**config.mk**
```make
export PLATFORM = sky130hd
export DESIGN_NAME = regfile
export DESIGN_NICKNAME = d
export VERILOG_FILES = /design/src/rtl/regfile.sv
export SDC_FILE = /design/constraint.sdc
export NUM_CORES = 1
export LEC_CHECK = 0
export CORE_MARGIN = 3
export CORE_UTILIZATION = 45
export CTS_BUF_LIST = sky130_fd_sc_hd__clkbuf_16
export DETAILED_ROUTE_END_ITERATION = 16
export HOLD_SLACK_MARGIN = 0.06
export PLACE_DENSITY_LB_ADDON = 0.05
export SETUP_SLACK_MARGIN = 0.3
export SYNTH_ARGS = -nofsm -noshare
export SYNTH_HDL_FRONTEND = slang
export SYNTH_SLANG_ARGS = --single-unit
```
**constraint.sdc**
```tcl
create_clock -name clk -period 2.64 [get_ports clk]
set_input_delay 0.66 -clock clk [delete_from_list [all_inputs] [get_ports clk]]
set_output_delay 0.66 -clock clk [all_outputs]
set_load 0.1 [all_outputs]
```
**src/rtl/regfile.sv**
```systemverilog
// Eight 16-bit CPU registers (R0 = program counter, R1 = link, R7 = ALU temp) with one write port,
// a gated bus read port, two ungated ALU operand ports and a PC increment; synchronous active-high reset.
module regfile (
  input  logic        clk,
  input  logic        rst,
  input  logic [15:0] in,
  input  logic [2:0]  reg_src_sel,
  input  logic [2:0]  reg_dst_sel,
  input  logic        reg_in_en,
  input  logic        reg_out_en,
  input  logic        reg_pc_inc,
  output logic [15:0] out,
  output logic [15:0] alu_a,
  output logic [15:0] alu_b,
  output logic [15:0] pc
);

  logic [7:0][15:0] regs_q;
  logic [7:0][15:0] regs_d;

  // The bus write is applied after the increment so that a write to R0 overrides it.
  always_comb begin
    regs_d = regs_q;
    if (reg_pc_inc) begin
      regs_d[0] = regs_q[0] + 16'd1;
    end
    if (reg_in_en) begin
      regs_d[reg_dst_sel] = in;
    end
  end

  always_ff @(posedge clk) begin
    if (rst) begin
      regs_q <= '0;
    end else begin
      regs_q <= regs_d;
    end
  end

  // All read ports come from the flops only, so there is no path from in to out.
  assign out   = reg_out_en ? regs_q[reg_src_sel] : 16'h0000;
  assign alu_a = regs_q[reg_dst_sel];
  assign alu_b = regs_q[reg_src_sel];
  assign pc    = regs_q[0];

endmodule

```
After elaboration in Yosys (flattened, before gate mapping)
Cells that the tools add are included.
Widths: inputs -> output; s select.
{"block": "word_totals", "out_inout_bits": 64, "word_cells": 23, "in_bits": 27, "regBits": 128}
{"block": "op_classes", "mux": 10, "addsub": 1, "n_lt_le_gt_ge": 3, "n_reduce_logical": 1}
{"cell": "$bwmux 128", "count": 1}
{"cell": "$bmux 16 s3", "count": 2}
{"cell": "$mux 16", "count": 6}
{"cell": "$demux 16 s3", "count": 1}
{"cell": "$add 16x1->16 const B", "count": 1}
{"cell": "$lt 3x4->1 const B", "count": 2}
{"cell": "$ge 3x1->1 const B", "count": 1}
{"cell": "$logic_and 1x1->1", "count": 1}

Depth between registers and ports, before layout
Gate-level depths: netlist of run 1.
{"block": "logic_depth", "depth_word": 6, "depth_mapped": 7, "mapped_depth_nobuf": 5}

Least setup slack after synthesis of run 1
Ideal clock, no wire load.
{"block": "synth_path", "path_kind": "input-to-output", "start": "input port reg_dst_sel[1]", "end": "output port alu_a[10]", "path_stages": 5, "path_slack_ns": -1.060, "required_time_ns": 1.980, "arrival_ns": 3.040, "n_path_buf": 3, "cell_sequence": "buf_2 buf_2 clkbuf_1 nand2_1 o221ai_1"}
{"block": "synth_via", "elab_chain_cells": 2}
{"item": "from (decl)", "line_no": "8", "source": "input logic [2:0] reg_dst_sel,"}
{"item": "$bmux 16 s3", "line_no": "42", "source": "assign alu_a = regs_q[reg_dst_sel];"}
{"item": "$mux 16 (not written as such)", "line_no": "42"}
{"item": "to (decl)", "line_no": "13", "source": "output logic [15:0] alu_a,"}
Every way passes these cells. The select of a mux whose other input is x is not followed.

Final worst setup path of run 1
{"block": "layout_path", "start": "input port reg_src_sel[0]", "end": "output port out[10]"}
{"block": "layout_via", "elab_chain_cells": 3}
{"item": "from (decl)", "line_no": "7", "source": "input logic [2:0] reg_src_sel,"}
{"item": "$bmux 16 s3", "line_no": "41", "source": "assign out = reg_out_en ? regs_q[reg_src_sel] : 16'h0000;"}
{"item": "$mux 16 (not written as such)", "line_no": "41"}
{"item": "$mux 16", "line_no": "41"}
{"item": "to (decl)", "line_no": "12", "source": "output logic [15:0] out,"}
Every way passes these cells. The select of a mux whose other input is x is not followed.

==> out/summary.txt, run 1 <==
number of global-route vias before repair: 6830
Top FF cell, synth: dfxtp_1
DP HPWL: 19100 µm
most frequent cells in the layout: 238 x nand2_1, 128 x dfxtp_1, 112 x a21oi_1
Clk Latency, worst-skew pair: 0.43 ns
routed vias: 7194
H-tree level count: 4
layout cells sized above 1: 0.376
Final Wtd Congestion: 0.977
worst setup margin: -0.0928 ns
status: finished, violations left
PortBufs: 90
Initial Util: 0.467
EDFF count, synth: 0
die height: 133 µm
total CTS buffers: 17
Arr. time, crit path: 2.07 ns
worst hold path type: reg -> reg
Post-Layout Cell Count: 1192
Leakage: 4.00 nW
crit start category: input port
Fillers: 1151
Final setup violation count: 28
clock tree buffer depth: 2
final hold vios: 0
Hold Path Stages: 2
post-DR vias/cell: 6.04
leading area contributor after synthesis: dfxtp_1
Yosys top cell area share: 0.355
area of the core: 15500 µm²
fin crit share: 1.04
gr ovfl total: 0
Clock Pin Slew Worst Setup and Hold Paths: 0.06 ns
worst slew pin tran: 0.518 ns
ant diodes: 0
Met2 Routed Length: 12700 µm
Met3 Wirelength: 2410 µm
gr usage total: 0.311
pre-CTS setup slack: -0.520 ns
Max VDD drop: 0.482 mV
relative slew slack: 0.654
final setup skew: 0.00738 ns
sequential cell area: 2560 µm²
sequential-to-total area share from yosys stat: 0.355
PD cells: 510 nW/µm²
global-route wire length before repair: 41700 µm
critical path fanouts, max: 7
ys async rst share: 0
synthesized area: 7230 µm²
number of nets in the layout: 996
Post-route DRC: 0
initial drt markers: 816
CTS tree: done
Worst Setup End Kind: output port
Antenna Nets Post-Route: 0
critical path class: in -> out
commonest non-fill, non-tap cell in the layout: nand2_1
I/O pin count: 91
hold-fix buffer count after cts: 0
Unique masters post-synth: 46
clock sinks: 128
# rows: 45
WL final: 27700 µm
initial antenna violation count: 0
DR pass1 iterations: 6
CP Data Required Time: 1.98 ns
synthesized instance count: 844
CTS root buf: clkbuf_16
DIE AREA: 17600 µm²
Post-DP Area: 9580 µm²
unrepaired setup endpoints after global routing: true
MaxCap Viol Count: 0
Slew Limit Fails: 0
synthesized area per cell: 8.56 µm²
Yosys warnings: 0
Yosys reg bits: 128
design area: 11000 µm²
area taken by multi-input logic gates: 4840 µm²
post-placement cell count: 1138
syn nets: 872
Chip Width: 133 µm
failing checks: negative setup slack
top sig layer: met4
WL/cell: 23.2 µm
Area Growth Syn to Fin: 51.6%
Overall Power: 0.00559 W
R2R depth: 6
Finished Core Util: 0.708
top post-synthesis cells by area: dfxtp_1 35%, nand2_1 13%, a21oi_1 7.8%, mux4_2 5.9%, mux4_1 5.5%
largest net degree at the start of global routing: 55
minimum clock period: 2.73 ns
FMAX: 366 MHz
M1 wire length: 12100 µm
area by class of cell:
type	count	area share
clock inverter	15	0.0130
multi-input combinational	614	0.442
sequential	128	0.234
inverter	3	0.00103
timing repair buffer	204	0.247
tap	211	0.0241
clock buffer	17	0.0388
cell usage after synthesis (2+ instances only):
library cell,number
nor2_1,24
nand2_1,241
or3_1,3
a22oi_1,14
and2_1,17
xnor2_1,7
inv_1,3
xor2_1,4
a221oi_1,18
nand2b_1,6
dfxtp_1,128
mux2_4,7
o22ai_1,9
o221ai_1,6
nand4_1,3
a311oi_1,3
buf_8,2
buf_2,30
buf_1,4
mux4_1,15
mux4_2,19
clkbuf_1,37
mux2i_1,14
buf_6,4
nand3_1,15
o21ai_0,10
nor4_1,3
clkbuf_8,4
buf_4,18
a21oi_1,112
a211oi_1,12
nor3_1,3
nor2b_1,4
mux2_2,33
state kept, by name, summed over array words and instances, names as in the netlist:
signal,cells
regs_q,112
pc,16
worst max-delay path, cell delays in order:
cell and delay [ns]:
buf_12 0.13, buf_12 0.15, mux4_2 0.53, mux2_4 0.29
and2_4 0.15, buf_12 0.16
path summary, 6_finish.rpt:
check | start | slack, ns | to
setup / recovery | reg_src_sel[0] | -0.09 | out[10]
setup reg to reg | pc[1]$_SDFF_PP0_ | 0.71 | pc[12]$_SDFF_PP0_
hold / removal | regs_q[62]$_SDFFE_PP0P_ | 0.48 | regs_q[62]$_SDFFE_PP0P_
hold reg to reg | regs_q[62]$_SDFFE_PP0P_ | 0.48 | regs_q[62]$_SDFFE_PP0P_
routing by layer:
metal  track usage  up-vias
li1              -     3225
met1         0.447     3540
met2         0.474      382
met3        0.0643       47
met4        0.0889        0
met5             0        -
report_power, final:
part | total, W | internal, W | switching [W]
clock network | 0.00228 | 0.00125 | 0.00103
logic | 0.00127 | 0.000511 | 0.000759
registers | 0.00204 | 0.00198 | 0.0000556
total | 0.00559 | 0.00374 | 0.00184
cells by family (layout without fill, tap and decap cells):
family                     Yosys count  count (layout)  share of synthesized area
muxes                               88              88                      0.199
and+or+nand+nor                    328             328                      0.197
adders and majority gates            1               1                    0.00173
xor gates and xnor gates            11              11                     0.0133
AOI/OAI and AO/OA                  186             186                      0.154
buffers and inverters              102             239                     0.0803
DFF                                128             128                      0.355
what timing repair did:
| action | 4_1_cts | 5_1_grt |
|---|---|---|
| setup endpoints to repair | 48 | 48 |
| endpoints found under the hold margin | 0 | 0 |
| gates cloned | 8 | 0 |
| resized for setup | 96 | 13 |
| setup buffers | 12 | 2 |
| pin swaps | 41 | 27 |
per-stage QoR:
step | hold slack, ns | setup TNS (ns)
floorplan | 0.441 | -1.81
global placement | 0.452 | -14.69
detailed placement | 0.461 | -14.84
CTS | 0.473 | -1.35
global route | 0.499 | -1.91
finish | 0.475 | -1.39
Power figures use the tool's default switching activity.
==> run 2, diff against run 1 <==
--- a/config.mk
+++ b/config.mk
@@ -5,9 +5,11 @@
 export SDC_FILE = /design/constraint.sdc
 export NUM_CORES = 1
 export LEC_CHECK = 0
+export ABC_AREA = 1
 export CORE_MARGIN = 3
 export CORE_UTILIZATION = 45
 export CTS_BUF_LIST = sky130_fd_sc_hd__clkbuf_16
+export CTS_CLUSTER_DIAMETER = 100
 export DETAILED_ROUTE_END_ITERATION = 16
 export HOLD_SLACK_MARGIN = 0.06
 export PLACE_DENSITY_LB_ADDON = 0.05
==> constraint.sdc (replaced) <==
create_clock -name clk -period 3 [get_ports clk]
set_input_delay 0.75 -clock clk [delete_from_list [all_inputs] [get_ports clk]]
set_output_delay 0.75 -clock clk [all_outputs]
set_load 0.1 [all_outputs]
==> out/summary.txt, run 2 <==
status: completed (was finished, violations left)
area of the core: 15400 µm² (was 15500 µm²)
sequential-to-total area share from yosys stat: 0.359 (was 0.355)
commonest non-fill, non-tap cell in the layout: o21ai_0 (was nand2_1)
DP HPWL: 17800 µm (was 19100 µm)
FMAX: 367 MHz
synthesized instance count: 1098 (was 844)
CP Data Required Time: 2.25 ns (was 1.98 ns)
Worst Setup End Kind: output port (unchanged)
MaxCap Viol Count: 0 (unchanged)
fin crit share: 0.909
Final setup violation count: 0 (was 28)
top post-synthesis cells by count: 274 x o21ai_0, 187 x nor2_1, 145 x a21oi_1 (was 241 x nand2_1, 128 x dfxtp_1, 112 x a21oi_1)
minimum clock period: 2.73 ns
Chip Width: 132 µm (was 133 µm)
Slew Limit Fails: 0 (unchanged)
Leakage: 4.31 nW (was 4.00 nW)
number of nets in the layout: 1217 (was 996)
PortBufs: 90 (unchanged)
worst slew pin tran: 0.519 ns (was 0.518 ns)
Unique masters post-synth: 31 (was 46)
crit start category: input port (unchanged)
gr usage total: 0.307 (was 0.311)
number of global-route vias before repair: 7695 (was 6830)
H-tree level count: 4 (unchanged)
initial drt markers: 964 (was 816)
area taken by multi-input logic gates: 4330 µm² (was 4840 µm²)
critical path fanouts, max: 7 (unchanged)
EDFF count, synth: 0 (unchanged)
final hold vios: 0 (unchanged)
Post-route DRC: 0 (unchanged)
leading area contributor after synthesis: dfxtp_1 (unchanged)
DR pass1 iterations: 5 (was 6)
Final Wtd Congestion: 0.888 (was 0.977)
syn nets: 1126 (was 872)
clock tree buffer depth: 2 (unchanged)
gr ovfl total: 0 (unchanged)
ys async rst share: 0 (unchanged)
Yosys warnings: 0 (unchanged)
sequential cell area: 2560 µm² (unchanged)
largest reg by FF count: regs_q (unchanged)
routed vias: 8212 (was 7194)
max FFs per register: 112 (unchanged)
Max VDD drop: 0.457 mV (was 0.482 mV)
Clk Latency, worst-skew pair: 0.43 ns (about the same)
CTS tree: done (unchanged)
final setup skew: 0.00596 ns (was 0.00738 ns)
post-DR vias/cell: 5.81 (was 6.04)
total CTS buffers: 17 (unchanged)
worst hold path type: reg -> reg (unchanged)
synthesized area: 7140 µm² (was 7230 µm²)
# rows: 45 (unchanged)
top-count cell post-synth: o21ai_0 (was nand2_1)
CTS root buf: clkbuf_16 (unchanged)
ant diodes: 0 (unchanged)
Yosys top cell area share: 0.359 (was 0.355)
synthesized area per cell: 6.51 µm² (was 8.56 µm²)
Yosys reg bits: 128 (unchanged)
largest net degree at the start of global routing: 129 (was 55)
die height: 132 µm (was 133 µm)
Clock Pin Slew Worst Setup and Hold Paths: 0.06 ns (about the same)
critical path class: in -> out (unchanged)
Top FF cell, synth: dfxtp_1 (unchanged)
setup_tns: 0 ns (was -1.39 ns)
unrepaired setup endpoints after global routing: true (unchanged)
clock sinks: 128 (unchanged)
WL final: 28700 µm (was 27700 µm)
top post-synthesis cells by area: dfxtp_1 36%, o21ai_0 19%, a21oi_1 10%, nor2_1 9.8%, inv_1 4.9% (was dfxtp_1 35%, nand2_1 13%, a21oi_1 7.8%, mux4_2 5.9%, mux4_1 5.5%)
most frequent cells in the layout: 202 x o21ai_0, 186 x nor2_1, 128 x dfxtp_1 (was 238 x nand2_1, 128 x dfxtp_1, 112 x a21oi_1)
layout cells sized above 1: 0.266 (was 0.376)
PD cells: 516 nW/µm² (was 510 nW/µm²)
Initial Util: 0.465 (was 0.467)
Fillers: 1305 (was 1151)
Antenna Nets Post-Route: 0 (unchanged)
DIE AREA: 17400 µm² (was 17600 µm²)
Min Hold Slack: 0.472 ns (was 0.475 ns)
relative slew slack: 0.654 (about the same)
global-route wire length before repair: 42200 µm (was 41700 µm)
hold-fix buffer count after cts: 0 (unchanged)
WL/cell: 20.3 µm (was 23.2 µm)
initial antenna violation count: 0 (unchanged)
Area Growth Syn to Fin: 47.1% (was 51.6%)
I/O pin count: 91 (unchanged)
Arr. time, crit path: 1.98 ns (was 2.07 ns)
run 2: layer usage:
layer  track usage  up-vias  wire [µm]
li1              -     3844          -
met1         0.385     3817      11600
met2         0.490      445      13200
met3        0.0687      106       2420
met4         0.167        0       1500
met5             0        -          0
run 2: layout make-up:
type,count,share of cell area
clock buffer,17,0.0405
clock inverter,15,0.0138
inverter,106,0.0407
multi-input combinational,777,0.412
sequential,128,0.244
tap,211,0.0251
timing repair buffer,158,0.223
timing repair inverter,1,0.000834
run 2: cell families after synthesis:
| logic type | after synthesis | share of synthesized area |
|---|---|---|
| compound gates | 451 | 0.321 |
| simple gates | 323 | 0.192 |
| buf+inv | 193 | 0.123 |
| flops | 128 | 0.359 |
| xor+xnor | 2 | 0.00245 |
| fa+ha+maj | 1 | 0.00175 |
run 2: worst paths after layout:
kind | start | endpoint | slack, ns | cells after the start
min | regs_q[125]$_SDFFE_PP0P_ | regs_q[125]$_SDFFE_PP0P_ | 0.47 | 2
min reg2reg | regs_q[125]$_SDFFE_PP0P_ | regs_q[125]$_SDFFE_PP0P_ | 0.47 | 2
max | reg_src_sel[0] | out[11] | 0.27 | 8
max reg2reg | pc[0]$_SDFF_PP0_ | pc[14]$_SDFF_PP0_ | 1.19 | 8
run 2: what timing repair did:
| action | CTS | global route |
|---|---|---|
| gates cloned | 6 | 6 |
| endpoints found under the setup margin | 48 | 35 |
| endpoints found under the hold margin | 0 | 0 |
| gates resized for setup | 86 | 107 |
| buffers inserted | 4 | 5 |
| pin swaps | 27 | 45 |
run 2: worst max-delay path: stages:
cell and delay (ns):
buf_12 0.12, buf_12 0.16, buf_12 0.12, o21ai_0 0.09, o22ai_1 0.25, nand2_2 0.12
a21oi_4 0.17, buf_12 0.19
run 2: per-stage QoR:
| stage | worst slack, ns | utilization | std cells | total power, W | cell area [µm²] |
|---|---|---|---|---|---|
| finish | 0.272 | 0.683 | 1413 | 0.00542 | 10500 |
| global route | 0.253 | 0.683 | 1413 | 0.00556 | 10500 |
| CTS | 0.258 | 0.654 | 1402 | 0.00532 | 10000 |
| detailed placement | -0.0985 | 0.593 | 1360 | 0.00324 | 9110 |
| global placement | -0.0790 | 0.593 | 1360 | 0.00323 | 9110 |
| floorplan | 0.178 | - | 1098 | 0.00274 | 7580 |
run 2: power by group:
part           total [W]  internal (W)  switching, W  leakage [nW]
clock network    0.00205       0.00121      0.000836         0.271
logic            0.00156      0.000538       0.00102          3.00
registers        0.00181       0.00176     0.0000483          1.04
